**src/rtl/mem_bus_arbiter.sv**
```systemverilog
// Two-port round-robin arbiter for the shared RV32I memory bus: instruction fetch vs load/store.
// Optional access timeout is enabled by defining MEM_ARB_TIMEOUT_EN.
module mem_bus_arbiter #(
    parameter int TIMEOUT_CYCLES = 255,
    parameter int CNT_W          = 8
) (
    input  logic        iClk,
    input  logic        nRst,
    input  logic        iIfReq,
    input  logic [31:0] iIfAddr,
    output logic        oIfRdy,
    output logic [31:0] oIfData,
    input  logic        iDReq,
    input  logic        iDWe,
    input  logic [31:0] iDAddr,
    input  logic [31:0] iDWData,
    input  logic [3:0]  iDBe,
    output logic        oDRdy,
    output logic [31:0] oDRData,
    output logic        oBusErr,
    output logic [31:0] oMemAddr,
    output logic [31:0] oMemData,
    output logic [3:0]  oMemBe,
    output logic        oMemRead,
    output logic        oMemWrite,
    input  logic [31:0] iMemData,
    input  logic        iMemRdy
);

    typedef enum logic [1:0] {
        IDLE   = 2'd0,
        IF_ACC = 2'd1,
        D_ACC  = 2'd2
    } state_t;

    state_t      state, state_nxt;
    logic        last_d, last_d_nxt;
    logic        gnt_if, gnt_d;
    logic [31:0] addr_nxt, wdata_nxt, if_data_nxt, d_rdata_nxt;
    logic [3:0]  be_nxt;
    logic        rd_nxt, wr_nxt, if_rdy_nxt, d_rdy_nxt;

`ifdef MEM_ARB_TIMEOUT_EN
    logic [CNT_W-1:0] cnt, cnt_nxt;
    logic             err_nxt;
`else
    localparam int cfg_unused = TIMEOUT_CYCLES + CNT_W;
    assign oBusErr = 1'b0;
`endif

    always_comb begin
        state_nxt   = state;
        last_d_nxt  = last_d;
        addr_nxt    = oMemAddr;
        wdata_nxt   = oMemData;
        be_nxt      = oMemBe;
        rd_nxt      = oMemRead;
        wr_nxt      = oMemWrite;
        if_rdy_nxt  = 1'b0;
        d_rdy_nxt   = 1'b0;
        if_data_nxt = oIfData;
        d_rdata_nxt = oDRData;
        // Round-robin: on a tie the port that was not granted last wins
        gnt_if      = iIfReq && (!iDReq || last_d);
        gnt_d       = iDReq && (!iIfReq || !last_d);
`ifdef MEM_ARB_TIMEOUT_EN
        cnt_nxt     = cnt;
        err_nxt     = 1'b0;
`endif
        case (state)
            IDLE: begin
                if (gnt_if) begin
                    state_nxt  = IF_ACC;
                    last_d_nxt = 1'b0;
                    addr_nxt   = {iIfAddr[31:2], 2'b00};
                    wdata_nxt  = 32'h0;
                    be_nxt     = 4'hF;
                    rd_nxt     = 1'b1;
                    wr_nxt     = 1'b0;
`ifdef MEM_ARB_TIMEOUT_EN
                    cnt_nxt    = '0;
`endif
                end else if (gnt_d) begin
                    state_nxt  = D_ACC;
                    last_d_nxt = 1'b1;
                    addr_nxt   = {iDAddr[31:2], 2'b00};
                    wdata_nxt  = iDWData;
                    be_nxt     = iDBe;
                    rd_nxt     = !iDWe;
                    wr_nxt     = iDWe;
`ifdef MEM_ARB_TIMEOUT_EN
                    cnt_nxt    = '0;
`endif
                end
            end
            IF_ACC, D_ACC: begin
                if (iMemRdy) begin
                    state_nxt = IDLE;
                    rd_nxt    = 1'b0;
                    wr_nxt    = 1'b0;
                    if (state == IF_ACC) begin
                        if_rdy_nxt  = 1'b1;
                        if_data_nxt = iMemData;
                    end else begin
                        d_rdy_nxt = 1'b1;
                        if (oMemRead) begin
                            d_rdata_nxt = iMemData;
                        end
                    end
                end
`ifdef MEM_ARB_TIMEOUT_EN
                // A ready on the limit cycle takes precedence over the timeout
                else if (cnt == CNT_W'(TIMEOUT_CYCLES - 1)) begin
                    state_nxt = IDLE;
                    rd_nxt    = 1'b0;
                    wr_nxt    = 1'b0;
                    err_nxt   = 1'b1;
                    if (state == IF_ACC) begin
                        if_rdy_nxt  = 1'b1;
                        if_data_nxt = 32'h0;
                    end else begin
                        d_rdy_nxt   = 1'b1;
                        d_rdata_nxt = 32'h0;
                    end
                end else begin
                    cnt_nxt = cnt + CNT_W'(1);
                end
`endif
            end
            default: begin
                state_nxt = IDLE;
                rd_nxt    = 1'b0;
                wr_nxt    = 1'b0;
            end
        endcase
    end

    always_ff @(posedge iClk) begin
        if (!nRst) begin
            state     <= IDLE;
            last_d    <= 1'b0;
            oMemAddr  <= 32'h0;
            oMemData  <= 32'h0;
            oMemBe    <= 4'h0;
            oMemRead  <= 1'b0;
            oMemWrite <= 1'b0;
            oIfRdy    <= 1'b0;
            oDRdy     <= 1'b0;
            oIfData   <= 32'h0;
            oDRData   <= 32'h0;
`ifdef MEM_ARB_TIMEOUT_EN
            cnt       <= '0;
            oBusErr   <= 1'b0;
`endif
        end else begin
            state     <= state_nxt;
            last_d    <= last_d_nxt;
            oMemAddr  <= addr_nxt;
            oMemData  <= wdata_nxt;
            oMemBe    <= be_nxt;
            oMemRead  <= rd_nxt;
            oMemWrite <= wr_nxt;
            oIfRdy    <= if_rdy_nxt;
            oDRdy     <= d_rdy_nxt;
            oIfData   <= if_data_nxt;
            oDRData   <= d_rdata_nxt;
`ifdef MEM_ARB_TIMEOUT_EN
            cnt       <= cnt_nxt;
            oBusErr   <= err_nxt;
`endif
        end
    end

endmodule

```
**config.mk**
```make
export PLATFORM = sky130hd
export DESIGN_NAME = mem_bus_arbiter
export DESIGN_NICKNAME = d
export VERILOG_FILES = /design/src/rtl/mem_bus_arbiter.sv
export SDC_FILE = /design/constraint.sdc
export NUM_CORES = 1
export LEC_CHECK = 0
export ABC_AREA = 1
export CAP_MARGIN = 20
export CORE_AREA = 2 2 116 118
export CTS_BUF_LIST = sky130_fd_sc_hd__clkbuf_8 sky130_fd_sc_hd__clkbuf_16
export CTS_CLUSTER_SIZE = 12
export DETAILED_ROUTE_END_ITERATION = 10
export DIE_AREA = 0 0 118 120
export PLACE_DENSITY = 0.93
export SLEW_MARGIN = 40
export SYNTH_ARGS = -nofsm -noshare
export SYNTH_HDL_FRONTEND = slang
export SYNTH_SLANG_ARGS = --single-unit
```
**constraint.sdc**
```tcl
create_clock -name iClk -period 2.45 [get_ports iClk]
set_clock_uncertainty 0.1 [all_clocks]
set_input_delay 0.735 -clock iClk [delete_from_list [all_inputs] [get_ports iClk]]
set_output_delay 0.735 -clock iClk [all_outputs]
set_load 0.05 [all_outputs]
```
==> results of run 1 <==
cell families after synthesis:
group,count (synthesis)
and+or+nand+nor,435
AOI/OAI and AO/OA,109
DFF,137
buffers and inverters,95
other,1
adders and majority gates,2
cell usage in the layout (no fill, tap or decap), types with 2 or more instances in the layout:
| cell type | netlist | final |
|---|---|---|
| nand4_1 | 2 | 2 |
| dlygate4sd2_1 | 0 | 2 |
| o21ai_0 | 68 | 68 |
| nor3_1 | 2 | 2 |
| inv_1 | 39 | 40 |
| a21oi_1 | 39 | 39 |
| clkbuf_16 | 0 | 17 |
| clkinv_4 | 0 | 3 |
| clkinv_2 | 0 | 5 |
| clkdlybuf4s50_1 | 0 | 245 |
| buf_4 | 7 | 12 |
| inv_2 | 2 | 2 |
| buf_12 | 0 | 9 |
| conb_1 | 1 | 3 |
| dlymetal6s2s_1 | 0 | 17 |
| ha_1 | 2 | 2 |
| nand3_1 | 33 | 33 |
| clkinvlp_4 | 0 | 2 |
| nor2_1 | 198 | 198 |
| a21boi_0 | 2 | 2 |
| dfxtp_1 | 137 | 137 |
| inv_6 | 0 | 3 |
| nand2_1 | 196 | 196 |
power by group through the flow:
stage	clock network [W]	registers, W	logic, W
after CTS	0.00240	0.00251	0.00191
after global placement	0	0.00254	0.00186
after detailed placement	0	0.00255	0.00190
after floorplan	0	0.00315	0.000585
after global routing	0.00251	0.00252	0.00204
final	0.00236	0.00251	0.00190
what timing repair did:
action,CTS,global route
resized for setup,2,17
endpoints found under the setup margin,2,17
hold endpoints to repair,0,0
flip-flops by register name, summed over array words and instances (netlist names), 2 cells and up:
signal	flops
oDRData	32
oIfData	32
oMemAddr	30
oMemBe	4
oMemData	32
state	2
per-stage QoR:
stage	worst slack, ps	setup TNS (ps)
after detailed placement	72.2	0
after CTS	2.31	0
after global routing	-2.78	-2.99
after floorplan	739	0
final	31.8	0
after global placement	107	0
how the worst max path moves through the flow:
stage	start	endpoint	slack (ps)	depth (start not counted)
5_1_grt	oDRData[30]$_SDFFE_PN0P_	oDRData[30]	-3	1
4_1_cts	oMemAddr[9]$_SDFFE_PN0P_	oMemAddr[9]	2	1
2_1_floorplan	iIfReq	oMemAddr[24]$_SDFFE_PN0P_	740	9
3_3_place_gp	iIfReq	oMemAddr[7]$_SDFFE_PN0P_	110	8
6_report	oIfData[26]$_SDFFE_PN0P_	oIfData[26]	30	1
3_5_place_dp	iMemRdy	oIfData[8]$_SDFFE_PN0P_	70	5
layout make-up:
cell class,instances,area (µm²)
Fill cell,985,4060
Clock inverter,15,126
Sequential cell,137,2740
Tap cell,176,220
Multi-Input combinational cell,549,2300
Timing Repair Buffer,286,2960
Clock buffer,17,425
Inverter,41,154
metal layers:
layer  GRT usage, %  up-vias
met3           8.65       33
li1               -     2925
met4           9.11        0
met2           44.2      255
met5              0        -
met1           26.9     2641
==> key figures, run 1 <==
Timing
  • Worst-Margin Slew: ~560 ps
  • Slew HR: 62.3%
  • Setup violators final: 0
  • Worst hold slack: approximately 360 ps
  • Final-report hold violation count: 0
  • Fin crit share: between 90% and 100%
  • Max Slew Vio Count: 0
  • Fmax: slightly above 0.4 GHz
  • Final min period: ~2400 ps

Worst setup path
  • Reg2reg end: oDRData[28]$_SDFFE_PN0P_
  • Crit path DAT: roughly 1600 ps
  • Critical path class: flop to output port
  • Startpoint types: flop
  • Worst reg2reg path depth: 6
  • Slowest-stage cell, CP: clkdlybuf4s50_1
  • Setup crit end kind: output port
  • Critical Path RT: between 1500 and 2000 ps
  • Cell breakdown of the critical path: clkdlybuf4s50_1
  • Max incr delay on CP: just over 800 ps
  • Top Family by Delay on Critical Path: buffers and inverters
  • Reg2Reg Launch Point: state[0]$_SDFFE_PN0P_
  • CP Max Fanout: 2
  • R2R setup slack: between 600 and 700 ps
  • Crit path buf inv count: 1

Clock network
  • CTS root buf: clkbuf_16
  • Post-CTS Setup Inserts: 0
  • Total CTS buffers: 17
  • Hold buffers post-CTS: 0
  • H-tree Lvls: 4
  • Clock latency on the worst-skew pair: roughly 400 ps
  • Clock transition at the registers of the reported paths: approximately 60 ps
  • Clock Tree Buf Depth: 2
  • TritonCTS Sinks: 137
  • TritonCTS clock tree: yes

Finish
  • Final Util: 68.8%
  • Layout cells sized above 1: under 10%
  • Finished Cell Area: a little under 9000 µm²
  • Area growth, synth to finish: 62.9%
  • Layout Cells excl Fill: roughly 1200
  • Antenna fix cells: 0
  • Final #Nets: 1172

Yosys
  • #FFs+latches synth: about 140
  • Post-synthesis cell area: 5480 µm²
  • Register area share after synthesis: 50.0%
  • Synth area leaders: dfxtp_1 50%, nor2_1 14%, nand2_1 13%
  • Post-synth ARST share: 0%
  • Ys Warns: 0
  • Combinational family with the most area after synthesis: simple AND/OR/NAND/NOR gates
  • Number of synthesized flops with an enable pin: 0
  • Most frequent cells after synthesis: 198 x nor2_1, 196 x nand2_1, 137 x dfxtp_1
  • Complex-gate fraction of the synthesized area: between 10% and 20%
  • Ys flop type: dfxtp_1
  • Post-Synthesis Cells: 779
  • Post-synth top area share: 50.0%
  • Post-synthesis mux area share: 0%
  • Simple-Gate Fraction of Synth Area: a little under a third
  • Syn avg cell area: roughly 7 µm²
  • Synth Area in Adders: less than 1%
  • Most common cell in the netlist: nor2_1
  • Post-synthesis xor/xnor area fraction: 0%
  • Unique masters post-synth: 22
  • Area leader, netlist: dfxtp_1

Drt
  • WL per Instance: 14.3 µm
  • Residual DRC count: 0
  • DRT iter0 DRCs: slightly above 400
  • Routed Antenna Nets: 0
  • DR WL met3: ~1.4 mm
  • Highest metal used: met4
  • Metal1 wirelength: between 6 and 7 mm
  • DR WL met2: a little under 9 mm
  • Post-Route WL: between 15 and 20 mm
  • Pre-antenna DRT Iters: 4
  • Vias: slightly below 6000
  • Vias/cell: 4.79

Hold path
  • Hold Path Class: flop to flop
  • Worst Hold End: oMemData[13]$_SDFFE_PN0P_
  • Hold_sp: oMemData[13]$_SDFFE_PN0P_
  • WHS Path Cells: 2

Global route
  • GRT Util Overall: roughly a quarter
  • Grt total ovfl: 0
  • Pin count of the biggest net entering global routing: 67
  • First-pass GRT wire length: 27.8 mm
  • Vias in the first global route: between 5000 and 6000
  • Initial antenna violation count: 0

Placed design
  • DP Area: around 8300 µm²
  • Cell count after placement: roughly 1200
  • Placer Congestion: 0.824
  • # port buffers: between 200 and 300
  • DPL Wire Length: roughly 13 mm

Power and ir drop
  • Pwr dens: 758 nW/µm²
  • Switching fraction of total power: 33.3%
  • Leakage: approximately 3.9 nW
  • Clock group share of total power: 34.9%
  • Seq pwr share: about 37%
  • Overall power: 0.00676 W
  • Max VDD drop: ~370 µV
  • Comb power frac: between 20% and 30%
  • Internal power: 0.00451 W
  • P_sw: 0.00225 W

Floorplan
  • Initial core utilization: about 42%
  • Cell Rows: 42
  • Die area: between 10000 and 15000 µm²
  • IO Pins: between 200 and 300
  • Core Area: 13000 µm²
  • Die Y: approximately 120 µm
  • Die X: around 120 µm

Job
  • Max Cap Viol: 0

Outcome
  • Run status: finished clean
Power figures use the tool's default switching activity.
==> run 2, diff against run 1 <==
--- a/config.mk
+++ b/config.mk
@@ -5,14 +5,13 @@
 export SDC_FILE = /design/constraint.sdc
 export NUM_CORES = 1
 export LEC_CHECK = 0
-export ABC_AREA = 1
 export CAP_MARGIN = 20
-export CORE_AREA = 2 2 116 118
+export CORE_AREA = 2 2 120 122
 export CTS_BUF_LIST = sky130_fd_sc_hd__clkbuf_8 sky130_fd_sc_hd__clkbuf_16
 export CTS_CLUSTER_SIZE = 12
 export DETAILED_ROUTE_END_ITERATION = 10
-export DIE_AREA = 0 0 118 120
-export PLACE_DENSITY = 0.93
+export DIE_AREA = 0 0 122 124
+export PLACE_DENSITY = 0.88
 export SLEW_MARGIN = 40
 export SYNTH_ARGS = -nofsm -noshare
 export SYNTH_HDL_FRONTEND = slang
==> constraint.sdc (replaced) <==
create_clock -name iClk -period 2.5 [get_ports iClk]
set_clock_uncertainty 0.1 [all_clocks]
set_input_delay 0.75 -clock iClk [delete_from_list [all_inputs] [get_ports iClk]]
set_output_delay 0.75 -clock iClk [all_outputs]
set_load 0.05 [all_outputs]
==> key figures, run 2 <==
Yosys
  • Ys Warns: 0 (unchanged)
  • Unique masters post-synth: 32 (was 22)
  • Register area share after synthesis: 50.8% (was 50.0%)
  • Post-synth ARST share: 0% (unchanged)
  • Post-synthesis cell area: 5400 µm² (was 5480 µm²)
  • Area leader, netlist: dfxtp_1 (unchanged)
  • Number of synthesized flops with an enable pin: 0 (unchanged)
  • Post-synth top area share: 50.8% (was 50.0%)
  • Ys flop type: dfxtp_1 (unchanged)
  • Most common cell in the netlist: dfxtp_1 (was nor2_1)
  • Post-Synthesis Cells: 618 (was 779)
  • #FFs+latches synth: 137 (unchanged)
  • Most frequent cells after synthesis: 137 x dfxtp_1, 132 x nand2_1, 60 x a21boi_0 (was 198 x nor2_1, 196 x nand2_1, 137 x dfxtp_1)
  • Synth area leaders: dfxtp_1 51%, nand2_1 9.2%, a21boi_0 8.3% (was dfxtp_1 50%, nor2_1 14%, nand2_1 13%)
  • Syn avg cell area: 8.74 µm² (was 7.03 µm²)

Drt
  • Pre-antenna DRT Iters: 4 (unchanged)
  • Vias: 5446 (was 5854)
  • DR WL met3: 1.39 mm (was 1.43 mm)
  • DRT iter0 DRCs: 329 (was 409)
  • Residual DRC count: 0 (unchanged)
  • Metal1 wirelength: 7.02 mm (was 6.95 mm)
  • Vias/cell: 5.15 (was 4.79)
  • Post-Route WL: 17.3 mm (was 17.5 mm)
  • Routed Antenna Nets: 0 (unchanged)
  • Highest metal used: met4 (unchanged)
  • WL per Instance: 16.3 µm (was 14.3 µm)
  • DR WL met2: 8.47 mm (was 8.74 mm)

Floorplan
  • Core Area: 13700 µm² (was 13000 µm²)
  • Die area: 15100 µm² (was 14200 µm²)
  • Die Y: 124 µm (was 120 µm)
  • Die X: 122 µm (was 118 µm)
  • Initial core utilization: 39.4% (was 42.2%)
  • IO Pins: 275 (unchanged)
  • Cell Rows: 43 (was 42)

Clock network
  • CTS root buf: clkbuf_16 (unchanged)
  • Clock transition at the registers of the reported paths: 60 ps (about the same)
  • Hold buffers post-CTS: 0 (unchanged)
  • H-tree Lvls: 4 (unchanged)
  • Clock latency on the worst-skew pair: 420 ps (was 400 ps)
  • Total CTS buffers: 17 (unchanged)
  • TritonCTS clock tree: yes (unchanged)
  • TritonCTS Sinks: 137 (unchanged)
  • Post-CTS Setup Inserts: 0 (unchanged)
  • Clock Tree Buf Depth: 2 (unchanged)

Worst setup path
  • Cell breakdown of the critical path: clkdlybuf4s50_1 (unchanged)
  • CP Max Fanout: 2 (unchanged)
  • R2R setup slack: 720 ps (was 690 ps)
  • Max incr delay on CP: 840 ps (was 810 ps)
  • CP startpoint: oMemData[2]$_SDFFE_PN0P_ (was oIfData[26]$_SDFFE_PN0P_)
  • Critical Path RT: 1650 ps (was 1620 ps)
  • Setup crit end kind: output port (unchanged)
  • Top Family by Delay on Critical Path: buffers and inverters (unchanged)
  • Crit path DAT: 1600 ps (was 1580 ps)
  • Crit path buf inv count: 1 (unchanged)
  • Startpoint types: flop (unchanged)
  • Worst reg2reg path depth: 6 (unchanged)
  • Critical path class: flop to output port (unchanged)
  • Stages on worst setup path: 1 (unchanged)
  • Slowest-stage cell, CP: clkdlybuf4s50_1 (unchanged)
  • Reg2Reg Launch Point: state[0]$_SDFFE_PN0P_ (unchanged)

Finish
  • Most common cell after layout, fill and taps aside: clkdlybuf4s50_1 (unchanged)
  • Biggest regs: oDRData: 32 flops, oIfData: 32 flops, oMemData: 32 flops (unchanged)
  • Antenna fix cells: 0 (unchanged)
  • Most frequent cells in the layout: 264 x clkdlybuf4s50_1, 137 x dfxtp_1, 132 x nand2_1 (was 245 x clkdlybuf4s50_1, 198 x nor2_1, 196 x nand2_1)
  • Area growth, synth to finish: 64.7% (was 62.9%)
  • Layout cells sized above 1: 6.49% (was 5.65%)
  • Final #Nets: 1005 (was 1172)

Placed design
  • DPL Wire Length: 11.6 mm (was 12.5 mm)
  • # port buffers: 267 (unchanged)
  • Dpl ws: 97.0 ps (was 72.2 ps)
  • Placer Congestion: 0.768 (was 0.824)

Timing
  • Setup_tns: 0 ps (unchanged)
  • Min setup slack post-route: 51.7 ps (was 31.8 ps)
  • Slew HR: 63.5% (was 62.3%)
  • Fmax: approximately 0.41 GHz
  • Fin crit share: 97.9%
  • Final-report hold violation count: 0 (unchanged)
  • RSZ-0062 raised after global routing: no
  • Final min period: ~2400 ps
  • Worst-Margin Slew: 545 ps (was 563 ps)
  • Setup violators final: 0 (unchanged)
  • Max Slew Vio Count: 0 (unchanged)

Global route
  • Grt total ovfl: 0 (unchanged)
  • First-pass GRT wire length: 26.5 mm (was 27.8 mm)
  • Pin count of the biggest net entering global routing: 74 (was 67)
  • Vias in the first global route: 5306 (was 5686)
  • GRT Util Overall: 22.4% (was 24.7%)
  • Initial antenna violation count: 0 (unchanged)

Job
  • Max Cap Viol: 0 (unchanged)

Outcome
  • Run status: finished clean (unchanged)

Hold path
  • Hold Path Class: flop to flop (unchanged)
  • WHS Path Cells: 2 (unchanged)
  • Hold_sp: oIfData[1]$_SDFFE_PN0P_ (was oMemData[13]$_SDFFE_PN0P_)

Power and ir drop
  • Pwr dens: 758 nW/µm² (about the same)
  • Leakage: 3.11 nW (was 3.93 nW)
  • Max VDD drop: 484 µV (was 368 µV)
run 2: cell types whose count changed after synthesis, sizes merged, moves of 4 or more:
cell,change
a21boi,+65
a21oi,-9
a31oi,+30
a32oi,+32
clkbuf,+10
inv,-37
nand2,-65
nand3,-31
nor2,-195
nor2b,+33
o21ai,-4
o221a,+4
run 2: routing by layer:
metal  GRT usage [%]  vias up
met5               0        -
met4            9.91        0
met3            7.46       32
met2            38.1      206
met1            25.6     2554
li1                -     2654
run 2: kinds of logic (layout without fill, tap and decap cells):
logic type / count (synthesis) / after routing / synth area share, %
fa+ha+maj: 2 / 2 / 0.463
other cells: 1 / 3 / 0.0694
compound gates: 231 / 231 / 28.2
simple gates: 182 / 182 / 14.9
flops: 137 / 137 / 50.8
buf+inv: 65 / 323 / 5.63
run 2: power by group:
part / internal, W / switching [W]
logic: 0.000645 / 0.00100
registers: 0.00234 / 0.0000788
clock network: 0.00170 / 0.000974
total: 0.00469 / 0.00205
run 2: stage by stage:
| stage | power [W] | utilization, % | hold slack [ps] | cell area (µm²) | std cells |
|---|---|---|---|---|---|
| final | 0.00674 | 64.8 | 356 | 8890 | 1058 |
| after global routing | 0.00700 | 64.8 | 383 | 8890 | 1058 |
| after CTS | 0.00679 | 64.8 | 354 | 8890 | 1058 |
| after detailed placement | 0.00410 | 60.2 | 346 | 8260 | 1026 |
| after global placement | 0.00408 | 60.2 | 340 | 8260 | 1026 |
| after floorplan | 0.00343 | - | 357 | 5410 | 620 |
run 2: repair_timing:
item                                   in CTS  in global routing
setup endpoints to repair                   0                  1
endpoints found under the hold margin       0                  0
resized for setup                           0                  1
run 2: layout make-up:
cell class	instances	area (µm²)
tap	180	225
clock inverter	14	194
multi-input combinational	418	2370
sequential	137	2740
inverter	4	15.0
timing repair buffer	287	2910
fill	1113	4830
clock buffer	18	439
run 2: final timing paths:
| check | end |
|---|---|
| worst min register to register | oIfData[1]$_SDFFE_PN0P_ |
| worst max-delay path | oMemData[2] |
| worst max register to register | oDRData[19]$_SDFFE_PN0P_ |
| worst min-delay path | oIfData[1]$_SDFFE_PN0P_ |
